$ cat src/rtl/hazard_ctrl.sv
// hazard_ctrl: pipeline hazard controller for a five-stage core.
// It drives the stage-register enables and flushes, the PC redirect select and
// the fetch enable, tracks data-memory waits and halt, and keeps two
// saturating performance counters (stall cycles and redirect flushes).
module hazard_ctrl (
  input  logic        CLK,
  input  logic        RST,
  input  logic        ihit,
  input  logic        dhit,
  input  logic        dREN_mem,
  input  logic        dWEN_mem,
  input  logic        dREN_ex,
  input  logic [4:0]  wsel_ex,
  input  logic [4:0]  rs_id,
  input  logic [4:0]  rt_id,
  input  logic        redirect_mem,
  input  logic        halt_mem,
  output logic        pc_en,
  output logic        ifid_en,
  output logic        idex_en,
  output logic        exmem_en,
  output logic        memwb_en,
  output logic        ifid_flush,
  output logic        idex_flush,
  output logic        exmem_flush,
  output logic        pc_sel,
  output logic        iREN,
  output logic        halt,
  output logic [15:0] stall_cnt,
  output logic [15:0] flush_cnt
);

  typedef enum logic [1:0] {
    RUN    = 2'd0,
    DWAIT  = 2'd1,
    HALTED = 2'd2
  } state_t;

  state_t      r_state;
  state_t      w_next_state;
  logic [15:0] r_stall_cnt;
  logic [15:0] r_flush_cnt;

  logic w_mem_req;
  logic w_load_use;
  logic w_stall_tick;
  logic w_flush_tick;

  // A load in EX whose destination (never r0) feeds the instruction in ID.
  assign w_mem_req  = dREN_mem | dWEN_mem;
  assign w_load_use = dREN_ex && (wsel_ex != 5'd0) &&
                      ((wsel_ex == rs_id) || (wsel_ex == rt_id));

  // Decode state and hazards into enables, flushes and the next state.
  // NOTE: every output gets a default first so no path leaves one unassigned
  // (an unassigned path would infer a latch).
  always_comb begin
    pc_en        = 1'b0;
    ifid_en      = 1'b0;
    idex_en      = 1'b0;
    exmem_en     = 1'b0;
    memwb_en     = 1'b0;
    ifid_flush   = 1'b0;
    idex_flush   = 1'b0;
    exmem_flush  = 1'b0;
    pc_sel       = 1'b0;
    iREN         = 1'b0;
    halt         = 1'b0;
    w_next_state = r_state;
    if (!RST) begin
      case (r_state)
        HALTED: begin
          halt = 1'b1;
        end
        default: begin
          iREN = 1'b1;
          if (w_mem_req && !dhit) begin
            // Data memory busy: freeze the whole pipe until dhit.
            w_next_state = DWAIT;
          end else begin
            w_next_state = RUN;
            if (halt_mem) begin
              // Retire the halt, squash everything younger, stop fetch.
              ifid_en      = 1'b1;
              idex_en      = 1'b1;
              exmem_en     = 1'b1;
              memwb_en     = 1'b1;
              ifid_flush   = 1'b1;
              idex_flush   = 1'b1;
              exmem_flush  = 1'b1;
              w_next_state = HALTED;
            end else if (redirect_mem) begin
              // Taken control transfer: load the target even on an ifetch miss.
              pc_en        = 1'b1;
              pc_sel       = 1'b1;
              ifid_en      = 1'b1;
              idex_en      = 1'b1;
              exmem_en     = 1'b1;
              memwb_en     = 1'b1;
              ifid_flush   = 1'b1;
              idex_flush   = 1'b1;
              exmem_flush  = 1'b1;
            end else if (w_load_use) begin
              // Hold PC and IF/ID, send a bubble into EX.
              idex_en      = 1'b1;
              idex_flush   = 1'b1;
              exmem_en     = 1'b1;
              memwb_en     = 1'b1;
            end else if (!ihit) begin
              // Fetch not ready: hold PC, send a bubble into ID.
              ifid_en      = 1'b1;
              ifid_flush   = 1'b1;
              idex_en      = 1'b1;
              exmem_en     = 1'b1;
              memwb_en     = 1'b1;
            end else begin
              pc_en        = 1'b1;
              ifid_en      = 1'b1;
              idex_en      = 1'b1;
              exmem_en     = 1'b1;
              memwb_en     = 1'b1;
            end
          end
        end
      endcase
    end
  end

  // iREN is high exactly in RUN/DWAIT outside reset, so a stall is a held PC there.
  assign w_stall_tick = iREN & ~pc_en;
  assign w_flush_tick = pc_sel;

  // Register the state and the saturating performance counters.
  // NOTE: sequential state uses non-blocking assignments so every register
  // samples the pre-edge values of the others.
  always_ff @(posedge CLK or posedge RST) begin
    if (RST) begin
      r_state     <= RUN;
      r_stall_cnt <= 16'h0000;
      r_flush_cnt <= 16'h0000;
    end else begin
      r_state <= w_next_state;
      if (w_stall_tick && (r_stall_cnt != 16'hFFFF)) begin
        r_stall_cnt <= r_stall_cnt + 16'h0001;
      end
      if (w_flush_tick && (r_flush_cnt != 16'hFFFF)) begin
        r_flush_cnt <= r_flush_cnt + 16'h0001;
      end
    end
  end

  assign stall_cnt = r_stall_cnt;
  assign flush_cnt = r_flush_cnt;

endmodule

$ cat config.mk
export PLATFORM = sky130hd
export DESIGN_NAME = hazard_ctrl
export DESIGN_NICKNAME = d
export VERILOG_FILES = /design/src/rtl/hazard_ctrl.sv
export SDC_FILE = /design/constraint.sdc
export NUM_CORES = 1
export LEC_CHECK = 0
export CAP_MARGIN = 40
export CORE_UTILIZATION = 45
export DETAILED_ROUTE_END_ITERATION = 12
export GPL_ROUTABILITY_DRIVEN = 0
export PLACE_DENSITY_LB_ADDON = 0.1
export SYNTH_ARGS = -nofsm -noshare
export SYNTH_HDL_FRONTEND = slang
export SYNTH_SLANG_ARGS = --single-unit
export TNS_END_PERCENT = 1
$ cat constraint.sdc
create_clock -name CLK -period 4.9 [get_ports CLK]
set_input_delay 0.49 -clock CLK [delete_from_list [all_inputs] [get_ports CLK]]
set_output_delay 0.49 -clock CLK [all_outputs]
set_load 0.01 [all_outputs]
==> impl_results.md <==
* Run status: finished, final reports clean
* Clock skew at 0.002322 ns
* CORE AREA at 3771 sq um
* Vias at around 1.5k
* Worst setup SP type: primary input
* Count of different cell masters after synthesis at 38
* Worst-margin pin slew at roughly 0.42 ns
* FF+latch count, synth at 34
* Comb power frac at ~30%
* Crit. End Element: output pin
* Setup tns final at 0 ns
* Final WL at 4091 microns
* Crit path DAT at 2.77 ns
* Worst setup margin at 1.638 ns
* CTS tree: built
* Die Area at 4321 sq um
* CP max stage cell: clkdlybuf4s50_1
* Vias in the first global route at 1483
* Grt total ovfl at 0
* CTS buffer count at 5
* Chip height at 65.74 microns
* Commonest non-fill, non-tap cell in the layout: clkdlybuf4s50_1
* Largest net degree at the start of global routing at 36
* Final HPWL DP at 3134 microns
* Fmax at 306.5 MHz
* Max clock buf depth at 2
* Postcts setup bufs at 0
* Area Overhead vs Synth at 42.71%
* Cells after Synth at around 170
* Die W at between 60 and 70 microns
* Ant. Diodes at 0
* # DRC at 0
* DR vias/cell at about 5.3
* Routed length per instance at 14.11 microns
* Min cycle time layout at roughly 3.3 ns
* Slowest stage delay, CP at 0.56 ns
* Count of pins over their slew limit at 0
* Most frequent cells in the layout: clkdlybuf4s50_1, dfrtp_1, xnor2_1
* Setup violators final at 0
* Layout cells sized above 1 at 11.57%
* EDFF count, synth at 0
* Cell area after synthesis at about 1800 sq um
* Post-synth top flop: dfrtp_1
* CP Data Required Time at 4.41 ns
* Mapped Nets at 197
* Critical path fanouts, max at 35
* Worst min path class: register to register
* Antenna Nets Post-Route at 0
* Switching part of the total power at between 30% and 40%
* Mean Syn Cell Area at 10.69 sq um
* Max-cap viol count at 0
* Critical-path cell list: clkdlybuf4s50_1, inv_1, buf_4, nand2_1, inv_2, o21ai_2, inv_2, o21ai_0, o21ai_0, clkdlybuf4s50_1
* I/O Pins at 67
* Number of sinks on the clock net at 34
* Internal power at 0.5795 mW
* CTS HTree Levels at 2
* Period utilization at 66.58%
* Post-CTS sizing at 0
* Final Non-Filler Cells at 290
* Sequential share of power at 45.0%
* Place WS at 1.613 ns
* Psw at 0.2566 mW
* Initial antenna violation count at 0
* First-pass GRT wire length at approximately 6800 microns
* Hold_ws at 0.5030 ns
* CTS clk-pin slew, worst paths at 0.06 ns
* Layout Nets at 267
* Initial DRC count at 49
* Worst rel slew slack at 71.77%
* # rows at 22
* Endpoints failing hold at 0
* VDD IR max at between 0.0002 and 0.0003 V
* Root Driver: clkbuf_8
* Post-CTS Hold Buffers at 0
* Static leakage at 1.076 nW
* DRT Pass-1 Iters at 5
* Placed Instances at 282
* P per Cell Area at ~320 nW/um^2
* Clk pwr share at 24.7%
* Unrepaired setup endpoints after global routing: false
* Initial Util at a little under 50%
* Overall Global Routing Usage at 21.05%
* Sequential element share of the synthesized area at around 47%
* Yosys warnings at 0
* Layout Utilization at between 60% and 70%
* Post-synth ARST share at 100.0%
* PortBufs at 66
* Clock Latency Late Sink at between 0.2 and 0.3 ns
* Kind of critical path: primary input to output pin
## final timing paths
kind	startpoint	slack [ns]	end	depth (start not counted)
hold reg to reg	flush_cnt[14]	0.50	flush_cnt[14]	1
setup / recovery	RST	1.64	ifid_en	10
hold / removal	flush_cnt[14]	0.50	flush_cnt[14]	1
min in group asynchronous	RST	0.65	flush_cnt[14]	3
max in group asynchronous	RST	3.95	stall_cnt[1]	3
setup reg to reg	stall_cnt[0]	2.52	stall_cnt[1]	6
## cell families (layout without fill, tap and decap cells)
logic type / count (synthesis) / after routing / synth area share, %
AOI/OAI and AO/OA: 11 / 11 / 3.970
DFF: 34 / 34 / 46.54
adders and majority gates: 2 / 2 / 1.369
buffers and inverters: 11 / 82 / 3.559
xor gates and xnor gates: 40 / 40 / 19.17
and+or+nand+nor: 72 / 72 / 24.78
muxes: 1 / 1 / 0.6160
## state kept, by name, indices dropped and copies added, names as in the netlist
signal / flops
r_state: 2
stall_cnt: 16
flush_cnt: 16
## cells in the mapped netlist, types with 2 or more instances
cell type | count | area (sq um)
dfrtp_1 | 34 | 850.8
xnor2_1 | 27 | 236.5
nand2_1 | 15 | 56.30
xor2_1 | 13 | 113.9
nor2_1 | 10 | 37.54
nand4_1 | 9 | 56.30
nand3_2 | 7 | 70.07
and3_1 | 6 | 37.54
inv_2 | 4 | 15.01
nand3_1 | 4 | 20.02
nor3_1 | 4 | 20.02
o21ai_0 | 4 | 20.02
inv_1 | 3 | 11.26
or4_1 | 3 | 22.52
and4_1 | 2 | 17.52
and4_4 | 2 | 22.52
buf_4 | 2 | 15.01
ha_1 | 2 | 25.02
## worst max-delay path, delay by kind of cell
kind,cells,cell delay (ns)
buf+inv,6,1.68
simple gates,1,0.19
compound gates,3,0.40
## layer usage
metal | track usage, % | routed length (microns)
met4 | 8.152 | 89
met5 | 0 | 0
met2 | 35.84 | 2033
met1 | 24.86 | 1698
met3 | 5.903 | 269
## area by class of cell
cell class,count,area [sq um]
Sequential cell,34,850.8
Fill cell,274,1162
Tap cell,48,60.06
Timing Repair Buffer,67,668.1
Inverter,7,26.28
Multi-Input combinational cell,126,912.1
Clock inverter,1,5.005
Clock buffer,7,86.33
## power groups by stage
stage	clock, mW	combinational, mW	sequential (mW)
final	0.206	0.254	0.376
after global routing	0.225	0.279	0.383
after CTS	0.211	0.256	0.375
after detailed placement	0	0.254	0.381
after global placement	0	0.250	0.375
after floorplan	0	0.110	0.389
## metrics by stage
stage	total power, mW	cell area (sq um)
after detailed placement	0.6352	2517
after global routing	0.8872	2609
after floorplan	0.4989	1828
final	0.8360	2609
after CTS	0.8430	2609
after global placement	0.6255	2517
Power figures use the tool's default switching activity.
